<file path="src/rtl/pci_pkg.sv">
// Shared types and constants for the PCI initiator controller.
package pci_pkg;

  typedef enum logic [2:0] {
    IDLE,
    ADDR,
    DATA,
    ABORT,
    TURN
  } state_t;

  localparam int unsigned DEVSEL_TIMEOUT = 5;
  localparam logic [3:0]  MEM_READ       = 4'b0110;
  localparam logic [3:0]  MEM_WRITE      = 4'b0111;

  // A zero length request still performs one data phase.
  function automatic logic [3:0] phase_count(input logic [3:0] len);
    return (len == 4'd0) ? 4'd1 : len;
  endfunction

endpackage

</file>
<file path="src/rtl/pci_master_ctrl_if.sv">
// PCI bus-side signals between the initiator and a target.
interface pci_master_ctrl_if;

  logic        frame;
  logic        irdy;
  logic [3:0]  cbe;
  logic [31:0] ad_out;
  logic        ad_oe;
  logic [31:0] ad_in;
  logic        devsel;
  logic        trdy;

  modport master (
    output frame, irdy, cbe, ad_out, ad_oe,
    input  ad_in, devsel, trdy
  );

  modport slave (
    input  frame, irdy, cbe, ad_out, ad_oe,
    output ad_in, devsel, trdy
  );

endinterface

</file>
<file path="src/rtl/pci_devsel_timer.sv">
// Devsel watchdog: 3-bit saturating counter with clear/enable.
module pci_devsel_timer
  import pci_pkg::*;
(
  input  logic clk,
  input  logic rst,
  input  logic clear,
  input  logic en,
  output logic timeout
);

  logic [2:0] cnt;

  always_ff @(posedge clk or posedge rst) begin
    if (rst) begin
      cnt <= '0;
    end else if (clear) begin
      cnt <= '0;
    end else if (en && (cnt != '1)) begin
      cnt <= cnt + 3'd1;
    end
  end

  // Flags the edge on which the counter reaches the limit, so the FSM
  // leaves DATA on that same edge.
  assign timeout = en && (cnt == 3'(DEVSEL_TIMEOUT - 1));

endmodule

</file>
<file path="src/rtl/pci_master_ctrl.sv">
// PCI initiator: address phase, burst data phases with wait states,
// master abort on devsel timeout, and a turnaround cycle.
module pci_master_ctrl
  import pci_pkg::*;
(
  input  logic                  clk,
  input  logic                  rst,
  input  logic                  req,
  input  logic [3:0]            cmd,
  input  logic [31:0]           addr,
  input  logic [3:0]            len,
  input  logic [31:0]           wdata,
  pci_master_ctrl_if.master     bus,
  output logic                  busy,
  output logic                  done,
  output logic                  abort,
  output logic                  data_ack,
  output logic                  rvalid,
  output logic [31:0]           rdata
);

  state_t      state;
  logic [3:0]  remaining;
  logic        wr;
  logic        devsel_seen;
  logic        frame_r;
  logic        irdy_r;
  logic [3:0]  cbe_r;
  logic [31:0] ad_out_r;
  logic        ad_oe_r;

  logic        phase_done;
  logic        timer_clear;
  logic        timer_en;
  logic        timeout;

  assign bus.frame  = frame_r;
  assign bus.irdy   = irdy_r;
  assign bus.cbe    = cbe_r;
  assign bus.ad_out = ad_out_r;
  assign bus.ad_oe  = ad_oe_r;

  assign phase_done  = (state == DATA) && !irdy_r && !bus.trdy && !bus.devsel;
  assign timer_clear = (state != DATA);
  assign timer_en    = (state == DATA) && bus.devsel && !devsel_seen;

  pci_devsel_timer u_timer (
    .clk     (clk),
    .rst     (rst),
    .clear   (timer_clear),
    .en      (timer_en),
    .timeout (timeout)
  );

  always_ff @(posedge clk or posedge rst) begin
    if (rst) begin
      state       <= IDLE;
      remaining   <= '0;
      wr          <= 1'b0;
      devsel_seen <= 1'b0;
      frame_r     <= 1'b1;
      irdy_r      <= 1'b1;
      cbe_r       <= '1;
      ad_out_r    <= '0;
      ad_oe_r     <= 1'b0;
      busy        <= 1'b0;
      done        <= 1'b0;
      abort       <= 1'b0;
      data_ack    <= 1'b0;
      rvalid      <= 1'b0;
      rdata       <= '0;
    end else begin
      done     <= 1'b0;
      abort    <= 1'b0;
      data_ack <= 1'b0;
      rvalid   <= 1'b0;
      case (state)
        IDLE: begin
          if (req) begin
            state     <= ADDR;
            wr        <= cmd[0];
            remaining <= phase_count(len);
            frame_r   <= 1'b0;
            irdy_r    <= 1'b1;
            cbe_r     <= cmd;
            ad_out_r  <= addr;
            ad_oe_r   <= 1'b1;
            busy      <= 1'b1;
          end
        end
        ADDR: begin
          state       <= DATA;
          devsel_seen <= 1'b0;
          irdy_r      <= 1'b0;
          cbe_r       <= '0;
          ad_oe_r     <= wr;
          ad_out_r    <= wr ? wdata : '0;
          frame_r     <= (remaining == 4'd1);
        end
        DATA: begin
          if (!bus.devsel) devsel_seen <= 1'b1;
          if (phase_done) begin
            remaining <= remaining - 4'd1;
            if (wr) begin
              data_ack <= 1'b1;
            end else begin
              rdata  <= bus.ad_in;
              rvalid <= 1'b1;
            end
            if (remaining == 4'd1) begin
              state    <= TURN;
              done     <= 1'b1;
              frame_r  <= 1'b1;
              irdy_r   <= 1'b1;
              ad_oe_r  <= 1'b0;
              cbe_r    <= '1;
              ad_out_r <= '0;
            end else begin
              // frame rises with the last phase, one phase ahead of its completion.
              frame_r <= (remaining == 4'd2);
              if (wr) ad_out_r <= wdata;
            end
          end else if (timeout) begin
            state    <= ABORT;
            abort    <= 1'b1;
            frame_r  <= 1'b1;
            irdy_r   <= 1'b1;
            ad_oe_r  <= 1'b0;
            cbe_r    <= '1;
            ad_out_r <= '0;
          end
        end
        ABORT: begin
          state <= TURN;
        end
        TURN: begin
          state <= IDLE;
          busy  <= 1'b0;
        end
        default: begin
          state <= IDLE;
        end
      endcase
    end
  end

endmodule

</file>
<file path="src/flat_wrapper.sv">
// flat-port wrapper written by rule: the top's interface ports become plain ports
module pci_master_ctrl_flat import pci_pkg::*;
  (clk, rst, req, cmd, addr, len, wdata, busy, done, abort, data_ack, rvalid, rdata, bus_frame, bus_irdy, bus_cbe, bus_ad_out, bus_ad_oe, bus_ad_in, bus_devsel, bus_trdy);
  pci_master_ctrl_if bus_i ();
  input  logic clk;
  input  logic rst;
  input  logic req;
  input  logic [3:0] cmd;
  input  logic [31:0] addr;
  input  logic [3:0] len;
  input  logic [31:0] wdata;
  output logic busy;
  output logic done;
  output logic abort;
  output logic data_ack;
  output logic rvalid;
  output logic [31:0] rdata;
  output wire logic [$bits(bus_i.frame)-1:0] bus_frame;
  output wire logic [$bits(bus_i.irdy)-1:0] bus_irdy;
  output wire logic [$bits(bus_i.cbe)-1:0] bus_cbe;
  output wire logic [$bits(bus_i.ad_out)-1:0] bus_ad_out;
  output wire logic [$bits(bus_i.ad_oe)-1:0] bus_ad_oe;
  input wire logic [$bits(bus_i.ad_in)-1:0] bus_ad_in;
  input wire logic [$bits(bus_i.devsel)-1:0] bus_devsel;
  input wire logic [$bits(bus_i.trdy)-1:0] bus_trdy;
  assign bus_frame = bus_i.frame;
  assign bus_irdy = bus_i.irdy;
  assign bus_cbe = bus_i.cbe;
  assign bus_ad_out = bus_i.ad_out;
  assign bus_ad_oe = bus_i.ad_oe;
  assign bus_i.ad_in = bus_ad_in;
  assign bus_i.devsel = bus_devsel;
  assign bus_i.trdy = bus_trdy;
  pci_master_ctrl u_core (.clk(clk), .rst(rst), .req(req), .cmd(cmd), .addr(addr), .len(len), .wdata(wdata), .bus(bus_i), .busy(busy), .done(done), .abort(abort), .data_ack(data_ack), .rvalid(rvalid), .rdata(rdata));
endmodule
</file>
<file path="config.mk">
export PLATFORM = sky130hd
export DESIGN_NAME = pci_master_ctrl_flat
export DESIGN_NICKNAME = d
export VERILOG_FILES = /design/src/rtl/pci_pkg.sv /design/src/rtl/pci_master_ctrl_if.sv /design/src/rtl/pci_devsel_timer.sv /design/src/rtl/pci_master_ctrl.sv /design/src/flat_wrapper.sv
export SDC_FILE = /design/constraint.sdc
export NUM_CORES = 1
export LEC_CHECK = 0
export ABC_AREA = 0
export BUFFER_PORTS_ARGS = -buffer_cell sky130_fd_sc_hd__buf_2
export CORE_UTILIZATION = 48
export DETAILED_ROUTE_END_ITERATION = 12
export GPL_TIMING_DRIVEN = 0
export PLACE_DENSITY = 0.79
export RECOVER_POWER = 50
export SETUP_SLACK_MARGIN = 0.15
export SLEW_MARGIN = 20
export SYNTH_ARGS = -nofsm -noshare
export SYNTH_HDL_FRONTEND = slang
export SYNTH_SLANG_ARGS = --single-unit
</file>
<file path="constraint.sdc">
create_clock -name clk -period 2.8 [get_ports clk]
set_input_delay 0.28 -clock clk [delete_from_list [all_inputs] [get_ports clk]]
set_output_delay 0.28 -clock clk [all_outputs]
set_load 0.1 [all_outputs]
</file>
==> impl_metrics.py <==
metrics = {
    "status": {
        "status": "complete, but fails checks",
        "violations": "capacitance limit, slew limit",
    },
    "drt": {
        "drcViolationCount": 0,
        "drt_wl_total_mm": 10.1,
        "drt_first_pass_iters": 4,
        "first_iter_violations": 124,
        "wl_per_cell_um": 15.2,
        "ant_nets": 0,
        "vias": 3578,
        "vias_per_cell": 5.35,
    },
    "sta": {
        "tightest_slew_ps": 1570,
        "clock.fmax_mhz": 415,
        "min_period_ps": 2410,
        "whs_ps": 134,
        "post-route-period-util": 0.861,
        "rsz0062_at_grt": "no",
        "hold_viol": 0,
        "skew_ps": 12.1,
        "slew_headroom": -0.0556,
        "drv_slew": 36,
        "finalSetupViolCount": 0,
        "timing.setup.tns_ps": 0,
    },
    "place": {
        "place.gp.congestion": 0.814,
        "dp.cells": 652,
        "dp.final_hpwl_mm": 7.57,
        "portBuffers": 184,
    },
    "clock_tree": {
        "cts_sinks": 88,
        "cts_root_buf": "clkbuf_8",
        "cts_buffer_depth": 2,
        "insertion_delay_ps": 350,
        "numCtsBuffers": 9,
        "path_clk_slew_ps": 100,
        "cts_tree": "built",
        "htreeDepth": 3,
        "cts_setup_buffers": 0,
    },
    "layout": {
        "nets": 671,
        "syn2layout_area_growth_pct": 28.2,
        "finalNonFillerCells": 669,
        "diodes": 0,
        "drive_above_1_share": 0.399,
    },
    "logic_synthesis": {
        "synth_area_leaders": "dfrtp_1 (47%), mux2_1 (9.5%), o31ai_2 (8.6%), mux2i_1 (7.6%), o31ai_1 (5.8%)",
        "ys_ff_latch": 88,
        "async_flop_share": 1.00,
        "yosysWarnings": 0,
        "syn_nets": 474,
        "synth.distinct_cells": 35,
        "synth_cells": 359,
        "synth.largest_area_cell": "dfrtp_1",
        "ys_seq_area_frac": 0.505,
        "avgSynthCellArea_um2": 12.2,
        "synth_edf_count": 0,
        "synth_common_cells": "dfrtp_1 (82), mux2_1 (37), o31ai_1 (34), mux2i_1 (33), o31ai_2 (30)",
        "yosysMostFrequentCell": "dfrtp_1",
        "synth_area_um2": 4370,
        "synthFlopType": "dfrtp_1",
        "yosysTopAreaCellShare": 0.469,
    },
    "critical_path": {
        "cp-end-kind": "flop",
        "crit_required_ps": 3030,
        "cp_common_cell": "clkbuf_1",
        "arrival_ps": 2640,
        "cp_max_fo": 10,
        "critPathBufInv": 3,
        "cp_top_family": "simple AND/OR/NAND/NOR gates",
        "criticalPathCategory": "flop to flop",
        "start_kind": "flop",
        "reg2reg_slack_ps": 390,
        "slowest_delay_ps": 440,
        "path_cells": "clkbuf_1 > or3b_1 > clkbuf_1 > nor3_2 > buf_2 > mux2_1",
        "slowest_stage": "nor3_2",
    },
    "floorplanning": {
        "die_x_um": 97.4,
        "rows": 34,
        "initial_utilization": 0.499,
        "ios": 185,
        "die-area_um2": 9490,
        "dieHeight_um": 97.4,
        "coreArea_um2": 8760,
    },
    "grt": {
        "grt_overflow": 0,
        "first_global_vias": 3510,
        "grt_pass1_wl_mm": 16.4,
        "grt_use_total": 0.213,
        "grt_max_degree": 55,
        "grt_antenna_before_repair": 0,
    },
    "hold_path": {
        "min_path_type": "input port to flop",
    },
    "job": {
        "drv_cap": 1,
    },
}
-- metal layers --
| metal | global-route usage | part of all wire |
|---|---|---|
| met5 | 0 | 0 |
| met4 | 0.0690 | 0.015 |
| met3 | 0.0453 | 0.068 |
| met2 | 0.354 | 0.47 |
| met1 | 0.279 | 0.44 |
-- path summary, 6_finish.rpt --
check / cells past startpoint / startpoint / endpoint
max in group asynchronous: 4 / rst / u_core.state[1]$_DFFE_PP0P_
min in group asynchronous: 3 / rst / u_core.bus.ad_out[10]$_DFFE_PP0P_
max: 6 / u_core.state[2]$_DFFE_PP0P_ / u_core.rdata[18]$_DFFE_PP0P_
max reg2reg: 6 / u_core.state[2]$_DFFE_PP0P_ / u_core.rdata[18]$_DFFE_PP0P_
min: 2 / bus_ad_in[16] / u_core.rdata[16]$_DFFE_PP0P_
min reg2reg: 1 / u_core.rdata[16]$_DFFE_PP0P_ / u_core.rdata[16]$_DFFE_PP0P_
-- cell families (layout without fill, tap and decap cells) --
group	count (synthesis)	count (layout)	share of synthesized area
buf+inv	39	241	0.0432
compound gates	99	99	0.187
xor+xnor	1	1	0.00200
simple gates	53	53	0.0664
fa+ha+maj	6	6	0.0172
mux	73	73	0.179
flops	88	88	0.505
-- layout make-up --
class / instances / area, um^2
Buffer: 32 / 166
Clock buffer: 9 / 124
Clock inverter: 7 / 58.8
Fill cell: 748 / 3160
Inverter: 7 / 27.5
Multi-Input combinational cell: 232 / 1990
Sequential cell: 88 / 2210
Tap cell: 108 / 135
Timing Repair Buffer: 186 / 896
-- flip-flops by register name, indices dropped and copies added, names as in the netlist, 3 cells and up --
name                flops
u_core.bus.ad_out      32
u_core.bus.cbe          4
u_core.rdata           32
u_core.remaining        4
u_core.state            3
u_core.u_timer.cnt      3
-- stage by stage --
stage,util,instance area (um^2),setup slack (ps)
5_1_grt,0.639,5600,103
3_5_place_dp,0.623,5460,224
3_3_place_gp,0.619,5430,-741
6_report,0.639,5600,391
4_1_cts,0.645,5650,187
2_1_floorplan,-,4370,251
-- cells in the final DEF, fill, tap and decap left out, types with 2 or more instances in the layout --
cell type,n
inv_1,6
or3_1,4
clkbuf_8,9
clkbuf_2,3
nor3_1,5
o21ai_0,13
dfrtp_1,82
dfstp_2,6
buf_2,154
buf_6,5
nor2_1,21
inv_6,4
ha_1,6
nor4b_1,2
clkbuf_1,54
mux2_2,3
nand2b_1,4
o22ai_1,2
mux2_1,37
a21oi_1,15
o31ai_1,34
mux2i_1,33
nand2_1,5
nor2b_1,2
o31ai_2,30
nor3b_1,3
-- what timing repair did --
action                                 in CTS  in global routing
setup endpoints to repair                   0                 30
endpoints found under the hold margin      33                  0
resized for setup                           0                  8
hold buffers                                1                  0
Power is not shown: default switching activity piles up to over one toggle a cycle in this logic, so the estimate is an artifact.
